### src/rtl/host_launcher_pkg.sv
// host_launcher_pkg: register map, opcodes, status bits and FSM states shared by the
// launcher and the register-file side.
package host_launcher_pkg;
  typedef enum logic [3:0] {
    S_IDLE,
    S_WR_LEN,
    S_WR_INP_L,
    S_WR_INP_H,
    S_WR_OUT_L,
    S_WR_OUT_H,
    S_WR_LAUNCH,
    S_POLL_REQ,
    S_POLL_WAIT,
    S_POLL_GAP,
    S_WR_CLEAR,
    S_DONE
  } state_e;
  localparam logic [7:0] REG_CTRL  = 8'h00;
  localparam logic [7:0] REG_LEN   = 8'h04;
  localparam logic [7:0] REG_INP_L = 8'h08;
  localparam logic [7:0] REG_INP_H = 8'h0c;
  localparam logic [7:0] REG_OUT_L = 8'h10;
  localparam logic [7:0] REG_OUT_H = 8'h14;
  localparam logic OP_READ  = 1'b0;
  localparam logic OP_WRITE = 1'b1;
  localparam int STAT_LAUNCH = 0;
  localparam int STAT_FINISH = 1;
endpackage

### src/rtl/host_launcher.sv
// host_launcher: programs a register-mapped accelerator, launches it, polls for finish
// (with optional timeout), clears it and reports the elapsed cycle count.
module host_launcher
  import host_launcher_pkg::*;
#(
  parameter int HOST_ADDR_BITS = 8,
  parameter int HOST_DATA_BITS = 32,
  parameter int POLL_GAP = 16
) (
  input  logic                      clock,
  input  logic                      reset,
  input  logic                      job_valid,
  output logic                      job_ready,
  input  logic [31:0]               job_length,
  input  logic [63:0]               job_inp_baddr,
  input  logic [63:0]               job_out_baddr,
  input  logic [31:0]               timeout_limit,
  output logic                      host_req_valid,
  output logic                      host_req_opcode,
  output logic [HOST_ADDR_BITS-1:0] host_req_addr,
  output logic [HOST_DATA_BITS-1:0] host_req_value,
  input  logic                      host_req_deq,
  input  logic                      host_resp_valid,
  input  logic [HOST_DATA_BITS-1:0] host_resp_bits,
  output logic                      done_valid,
  input  logic                      done_ready,
  output logic [31:0]               done_cycles,
  output logic                      done_timeout,
  output logic                      busy
);
  state_e state, state_nx;
  logic [31:0] len_q, lim_q, cnt, gap_cnt, wdata;
  logic [63:0] inp_q, out_q;
  logic [7:0] waddr;
  logic tmo_q, polling, timed_out, finished, resp_unused;
  assign polling = state inside {S_POLL_REQ, S_POLL_WAIT, S_POLL_GAP};
  assign timed_out = lim_q != '0 && cnt >= lim_q;
  assign finished = state == S_POLL_WAIT && host_resp_valid && host_resp_bits[STAT_FINISH];
  assign resp_unused = ^host_resp_bits;
  assign job_ready = reset && state == S_IDLE;
  assign busy = state != S_IDLE;
  assign done_valid = state == S_DONE;
  assign done_cycles = done_valid ? cnt : '0;
  assign done_timeout = done_valid && tmo_q;
  assign host_req_addr = HOST_ADDR_BITS'(waddr);
  assign host_req_value = HOST_DATA_BITS'(wdata);
  // Request fields depend only on state, so they hold until the responder dequeues.
  always_comb begin
    state_nx = state;
    host_req_valid = 1'b1;
    host_req_opcode = OP_WRITE;
    waddr = REG_CTRL;
    wdata = '0;
    case (state)
      S_IDLE: begin
        host_req_valid = 1'b0;
        host_req_opcode = OP_READ;
        state_nx = job_valid ? S_WR_LEN : S_IDLE;
      end
      S_WR_LEN: begin
        waddr = REG_LEN;
        wdata = len_q;
        state_nx = host_req_deq ? S_WR_INP_L : state;
      end
      S_WR_INP_L: begin
        waddr = REG_INP_L;
        wdata = inp_q[31:0];
        state_nx = host_req_deq ? S_WR_INP_H : state;
      end
      S_WR_INP_H: begin
        waddr = REG_INP_H;
        wdata = inp_q[63:32];
        state_nx = host_req_deq ? S_WR_OUT_L : state;
      end
      S_WR_OUT_L: begin
        waddr = REG_OUT_L;
        wdata = out_q[31:0];
        state_nx = host_req_deq ? S_WR_OUT_H : state;
      end
      S_WR_OUT_H: begin
        waddr = REG_OUT_H;
        wdata = out_q[63:32];
        state_nx = host_req_deq ? S_WR_LAUNCH : state;
      end
      S_WR_LAUNCH: begin
        wdata = 32'd1;
        state_nx = host_req_deq ? S_POLL_REQ : state;
      end
      S_POLL_REQ: begin
        host_req_opcode = OP_READ;
        state_nx = host_req_deq ? S_POLL_WAIT : timed_out ? S_WR_CLEAR : state;
      end
      S_POLL_WAIT: begin
        host_req_valid = 1'b0;
        host_req_opcode = OP_READ;
        state_nx = !host_resp_valid ? state : (finished || timed_out) ? S_WR_CLEAR : S_POLL_GAP;
      end
      S_POLL_GAP: begin
        host_req_valid = 1'b0;
        host_req_opcode = OP_READ;
        state_nx = timed_out ? S_WR_CLEAR : gap_cnt == 32'(POLL_GAP - 1) ? S_POLL_REQ : state;
      end
      S_WR_CLEAR: state_nx = host_req_deq ? S_DONE : state;
      S_DONE: begin
        host_req_valid = 1'b0;
        host_req_opcode = OP_READ;
        state_nx = done_ready ? S_IDLE : state;
      end
      default: begin
        host_req_valid = 1'b0;
        host_req_opcode = OP_READ;
        state_nx = S_IDLE;
      end
    endcase
  end
  // The counter stops on the edge into WR_CLEAR so DONE reports the value seen at that decision.
  always_ff @(posedge clock or negedge reset) begin
    if (!reset) begin
      state <= S_IDLE;
      len_q <= '0;
      lim_q <= '0;
      inp_q <= '0;
      out_q <= '0;
      cnt <= '0;
      gap_cnt <= '0;
      tmo_q <= 1'b0;
    end else begin
      state <= state_nx;
      if (state == S_IDLE && job_valid) begin
        len_q <= job_length;
        lim_q <= timeout_limit;
        inp_q <= job_inp_baddr;
        out_q <= job_out_baddr;
      end
      if (state == S_WR_LAUNCH && host_req_deq) cnt <= '0;
      else if (polling && state_nx != S_WR_CLEAR && cnt != '1) cnt <= cnt + 32'd1;
      gap_cnt <= state == S_POLL_GAP ? gap_cnt + 32'd1 : '0;
      if (polling && state_nx == S_WR_CLEAR) tmo_q <= !finished;
    end
  end
endmodule

### config.mk
export PLATFORM = sky130hd
export DESIGN_NAME = host_launcher
export DESIGN_NICKNAME = d
export VERILOG_FILES = /design/src/rtl/host_launcher_pkg.sv /design/src/rtl/host_launcher.sv
export SDC_FILE = /design/constraint.sdc
export NUM_CORES = 1
export LEC_CHECK = 0
export CAP_MARGIN = 25
export CORE_MARGIN = 4
export CORE_UTILIZATION = 58
export CTS_CLUSTER_DIAMETER = 100
export DETAILED_ROUTE_END_ITERATION = 8
export DONT_BUFFER_PORTS = 1
export MAX_ROUTING_LAYER = met4
export PLACE_DENSITY = 0.84
export SETUP_SLACK_MARGIN = 0.2
export SLEW_MARGIN = 40
export SYNTH_ARGS = -nofsm -noshare
export SYNTH_HDL_FRONTEND = slang
export SYNTH_SLANG_ARGS = --single-unit
### constraint.sdc
create_clock -name clock -period 3.8 [get_ports clock]
set_input_delay 0.38 -clock clock [delete_from_list [all_inputs] [get_ports clock]]
set_output_delay 0.38 -clock clock [all_outputs]
set_load 0.01 [all_outputs]
* Word-level counts from Yosys, hierarchy flattened
Index checks and enable logic that the tools add are counted.
** Cells by class
- Add/subtract/negate cells :: 2
- Multipliers :: 0
- Div/mod/pow operators :: 0
- Order comparisons :: 1
- Equality and inequality tests :: 15
- Shifts and indexed selects :: 0
- Muxes and demuxes :: 24
- Bitwise operators :: 0
- Reduce and logical (&&, ||, !) cells :: 19
** Operator list (number)
- $pmux W32 S6 :: 1
- $mux W32 :: 4
- $add A32 B1 Y32 const B :: 2
- $mux W4 :: 13
- $pmux W4 S12 :: 1
- $eq A32 B4 Y1 const B :: 1
- $ge A32 B32 Y1 :: 1
- $ne A32 B32 Y1 const B :: 1
- $reduce_bool A32 Y1 :: 1
- $pmux W5 S5 :: 1
- $eq A4 B4 Y1 const B :: 5
- $eq A4 B3 Y1 const B :: 4
- $logic_and A1 B1 Y1 :: 10
- $eq A4 B2 Y1 const B :: 2
- $reduce_or A8 Y1 :: 1
- $reduce_or A7 Y1 :: 1
- $eq A4 B1 Y1 const B :: 1
- $logic_not A4 Y1 :: 1
- $ne A4 B4 Y1 const B :: 1
- $reduce_bool A4 Y1 :: 1
- $mux W1 :: 3
- $reduce_bool A3 Y1 :: 1
- $mux W2 :: 1
- $reduce_bool A2 Y1 :: 1
- 2 further kinds :: 2
** Word-level totals
- Register bits :: 261
- Bits in latches :: 0
- Bits in writable memories :: 0
- ROM bits :: 0
- Input port bits :: 230
- Output and inout bits :: 78
- Logic and storage cells :: 69
- Memories :: 0

* Longest topological paths before layout
- Depth after elaboration :: 12
- Mapped depth :: 13
- Depth with buffers taken out :: 11

* Least setup slack after synthesis
Ideal clock, no wire load.
- Path kind :: flip-flop to flip-flop
- Start :: register cnt[0]
- End :: register cnt[28]
- Library setup time :: 0.077 ns
- Arrival time :: 2.758 ns
- Required time :: 3.723 ns
- Slack :: 0.965 ns
- Cell stages (with the launch flop) :: 13
- Path buffers :: 1
- Clock period less this slack :: 2.835 ns
- Cell sequence :: dfrtp_1 > inv_1 > ha_1 > nand2b_4 > a2111oi_4 > nor4b_1 > o311a_4 > nor2_4 > nor2_1 > o2111a_1 > buf_6 > or4_1 > a21oi_1
** On the way
- Longest elaborated chain between the ends :: 10
- Elaborated cells between the ends (all ways) :: 17
- Those cells by class :: add/sub: 1; order compare: 1; eq/ne: 2; mux: 8; reduce/logical: 5
** RTL lines
- start, declared :: RTL line host_launcher.sv:32 : logic [31:0] len_q, lim_q, cnt, gap_cnt, wdata;
- start signal, assigned :: RTL line host_launcher.sv:136 : else if (polling && state_nx != S_WR_CLEAR && cnt != '1) cnt <= cnt + 32'd1;
- $ge A32 B32 Y1 :: RTL line host_launcher.sv:37 : assign timed_out = lim_q != '0 && cnt >= lim_q;
- $logic_and A1 B1 Y1 :: RTL line host_launcher.sv:37
- $logic_or A1 B1 Y1 :: RTL line host_launcher.sv:96 : state_nx = !host_resp_valid ? state : (finished || timed_out) ? S_WR_CLEAR : S_POLL_GAP;
- $mux W2 :: RTL line host_launcher.sv:96
- $mux W4 :: RTL line host_launcher.sv:96
- $pmux W4 S12 :: RTL line host_launcher.sv:54 : case (state)
- $ne A4 B4 Y1 :: RTL line host_launcher.sv:136
- $logic_and A1 B1 Y1 (2 in series) :: RTL line host_launcher.sv:136
- $reduce_bool A2 Y1 (no source line)
Several ways; a longest one is shown, not always the timed one. The select of a mux whose other input is x is not followed.
A chain may end at the register's enable or synchronous reset.

* Worst setup path in the final report
- Start :: register cnt[29]
- End :: register cnt[18]
** On the way
- Longest elaborated chain between the ends :: 10
- Elaborated cells between the ends (all ways) :: 14
- Those cells by class :: order compare: 1; eq/ne: 2; mux: 6; reduce/logical: 5
** RTL lines
- $ge A32 B32 Y1 * :: RTL line host_launcher.sv:37
- $logic_and A1 B1 Y1 * :: RTL line host_launcher.sv:37
- $logic_or A1 B1 Y1 :: RTL line host_launcher.sv:96
- $mux W2 :: RTL line host_launcher.sv:96
- $mux W4 :: RTL line host_launcher.sv:96
- $pmux W4 S12 * :: RTL line host_launcher.sv:54
- via state_nx[1] :: RTL line host_launcher.sv:31 : state_e state, state_nx;
- $ne A4 B4 Y1 * :: RTL line host_launcher.sv:136
- $logic_and A1 B1 Y1 * (2 in series) :: RTL line host_launcher.sv:136
- $reduce_bool A2 Y1 (no source line) *
The timed path passes the listed nets; every way through them passes the cells marked *.

==> results.cfg <==
[route]
num_vias = 10900
wl_per_cell_um = 25.8
ant_nets = 0
vias_per_cell = 6.64
firstDrtPassIters = 8
drc = 0
wl_mm = 42.4
drt_iter0_markers = 1188

[floorplan]
num_rows = 54
die-area_um2 = 24900
die_h_um = 158
chipWidth_um = 158
floorplan.initialDensity_pct = 59.2
ios = 308
coreArea_um2 = 22000

[sta]
rsz0062_at_grt = false
finalSetupViolations = 0
fmax_ghz = 0.297
timing.hold.ws_ns = -0.458
fin_tns_setup_ns = 0
tightest_slew_ns = 0.773
slew_headroom_pct = 48.3
fin_crit_sh_pct = 88.5
finalHoldViolCount = 261
skew_ns = 0.0273
slew_viol_final = 0
finalCriticalPeriod_ns = 3.36

[critical_path]
critical_path_buf_inv_count = 1
crit_start = cnt[29]
critPathMaxFanout = 25
path_cells = ha_1 -> nand4_1 -> nor4_2 -> a2bb2oi_1 -> nand2_1 -> nor2_4 -> o311ai_2 -> o2111a_1 -> buf_4 -> nor4_1 -> a221o_1
slowest_delay_ns = 0.49
critPathTopFamily = compound AO/OA/AOI/OAI gates
crit_required_ns = 4.22
crit_path_end_kind = flip-flop
r2r_start = cnt[29]
critPathKind = flip-flop to flip-flop
worstSetupStartpointType = flip-flop
worstPathArrival_ns = 3.78
worst_path_max_delay_cell = nor4_2

[place]
io_buffers = 0
place_area_um2 = 13300
place.gp.congestion = 0.940
placed_cells = 1391
hpwl_mm = 22.3

[yosys]
synth_top_cell_area_share_pct = 50.2
syn_inst = 1153
synth_edf_count = 0
synth_area_um2 = 13000
syn_area_per_cell_um2 = 11.3
yosys_warnings = 0
ys.flop_type = dfrtp_1
synth.largest_area_cell = dfrtp_1
synth-seq-cells = 261
synth_area_leaders = dfrtp_1, mux2_2, ha_1
async_flop_share_pct = 100
synth_cell_types = 68
synth_seq_area_share_pct = 50.2

[clock_tree]
cts_tree = done
cts.htree.levels = 1
cts_resized = 0
cts.clk_slew.worst_paths_ns = 0.06
post-cts-setup-buffers = 0
cts-root-buf = clkbuf_16
cts_buffers = 29
cts_sinks = 261
clock_latency_ns = 0.56
cts_hold_buffers = 194
cts_buffer_depth = 3

[layout]
final_cells = 1646
multi_input_area_um2 = 6050
fin_nets = 1601
drive_gt1_share_pct = 21.0
fill_cells = 1319
syn_to_final_growth_pct = 24.9
seq_area_um2 = 6530
design_area_um2 = 16200

[power_and_ir_drop]
peakVddDrop_mv = 0.725
cellPowerDensity_nw_per_um2 = 724
leakage_uw = 0.00718
power_uw = 11800

[grt]
grtUsageTotal_pct = 34.1
grt_pass1_vias = 11400
grt.overflow.total = 0
antenna_found_initial = 3
grt_pass1_wl_mm = 63.9
grt_max_degree = 263

[run_status]
violations = negative hold slack
status = complete, but fails checks

[job]
maxCapViolations = 0

[hold_path]
hold_path.class = primary input to async pin
## synth_stat cells, types with 26 or more instances
master	count
dfrtp_1	261
ha_1	34
a22oi_1	35
and2_1	33
nand2_1	80
a222oi_1	29
nand3_1	49
mux2_2	193
nor2_1	91
a21oi_1	26
inv_1	42
clkbuf_1	48
## area by class of cell
class / instances / share of cell area [%]
Clock inverter: 10 / 0.794
Inverter: 44 / 1.02
Multi-Input combinational cell: 785 / 37.2
Timing Repair Buffer: 216 / 13.2
Tap cell: 280 / 2.16
Clock buffer: 44 / 5.31
Antenna cell: 6 / 0.0924
Sequential cell: 261 / 40.2
## metrics by stage
stage | utilization (%) | worst slack [ns]
final | 74.0 | 0.435
after global routing | 73.9 | 0.214
after CTS | 73.8 | 0.473
after detailed placement | 60.4 | 0.493
after global placement | 60.4 | 0.367
after floorplan | - | 0.965
## flip-flops by register name, summed over array words and instances, names as in the netlist
name / flops
cnt: 32
gap_cnt: 32
out_q: 64
state: 4
tmo_q: 1
inp_q: 64
len_q: 32
lim_q: 32
## final timing paths
check                              to  slack (ns)  depth (start not counted)
setup / recovery              cnt[18]        0.44                         11
hold / removal              lim_q[12]       -0.46                          0
setup reg to reg              cnt[18]        0.44                         11
hold reg to reg            gap_cnt[0]        0.46                          1
max in group asynchronous  gap_cnt[3]        3.70                          0
min in group clock           state[0]        0.05                          2
## where the power goes
part           leakage (µW)  switching, µW  total, µW  internal (µW)
registers           0.00323           1100       5060           3960
logic               0.00345           1980       3720           1740
clock network      0.000494           1220       2990           1760
## layout by cell type, fill, tap and decap left out, drive strengths merged, types with 11 or more instances in the layout
cell / synthesis / layout
dfrtp: 261 / 261
a221o: 19 / 19
inv: 44 / 45
nor3: 15 / 15
nand3: 50 / 50
a222oi: 29 / 29
clkbuf: 48 / 44
nor2: 94 / 94
buf: 19 / 22
ha: 34 / 34
nand2: 81 / 81
a21oi: 26 / 26
nand4: 19 / 19
and2: 33 / 33
dlygate4sd3: 0 / 194
o21ai: 20 / 20
xor2: 16 / 16
nor4: 21 / 21
and3: 11 / 11
mux2: 193 / 193
a22oi: 35 / 35
## logic make-up (layout without fill, tap and decap cells)
kind of cell,after synthesis,count (layout),synth area share (%)
flip-flops,261,261,50.2
AND/OR/NAND/NOR,351,351,13.5
other,1,11,0.0288
multiplexers,195,195,16.9
adder cells (fa/ha/maj),34,34,3.27
buffers and inverters,111,314,3.66
XOR/XNOR,26,26,1.75
AO/OA/AOI/OAI,174,174,10.7
## routing by layer
| layer | vias up | wire length [µm] | part of all wire, % | track usage (%) |
|---|---|---|---|---|
| li1 | 4581 | - | - | - |
| met1 | 5345 | 14500 | 34 | 38.4 |
| met2 | 776 | 21500 | 51 | 57.6 |
| met3 | 231 | 3670 | 8.6 | 6.67 |
| met4 | 0 | 2830 | 6.7 | 17.9 |
| met5 | - | 0 | 0 | - |
Note: power is estimated with default switching activity, not from simulation.
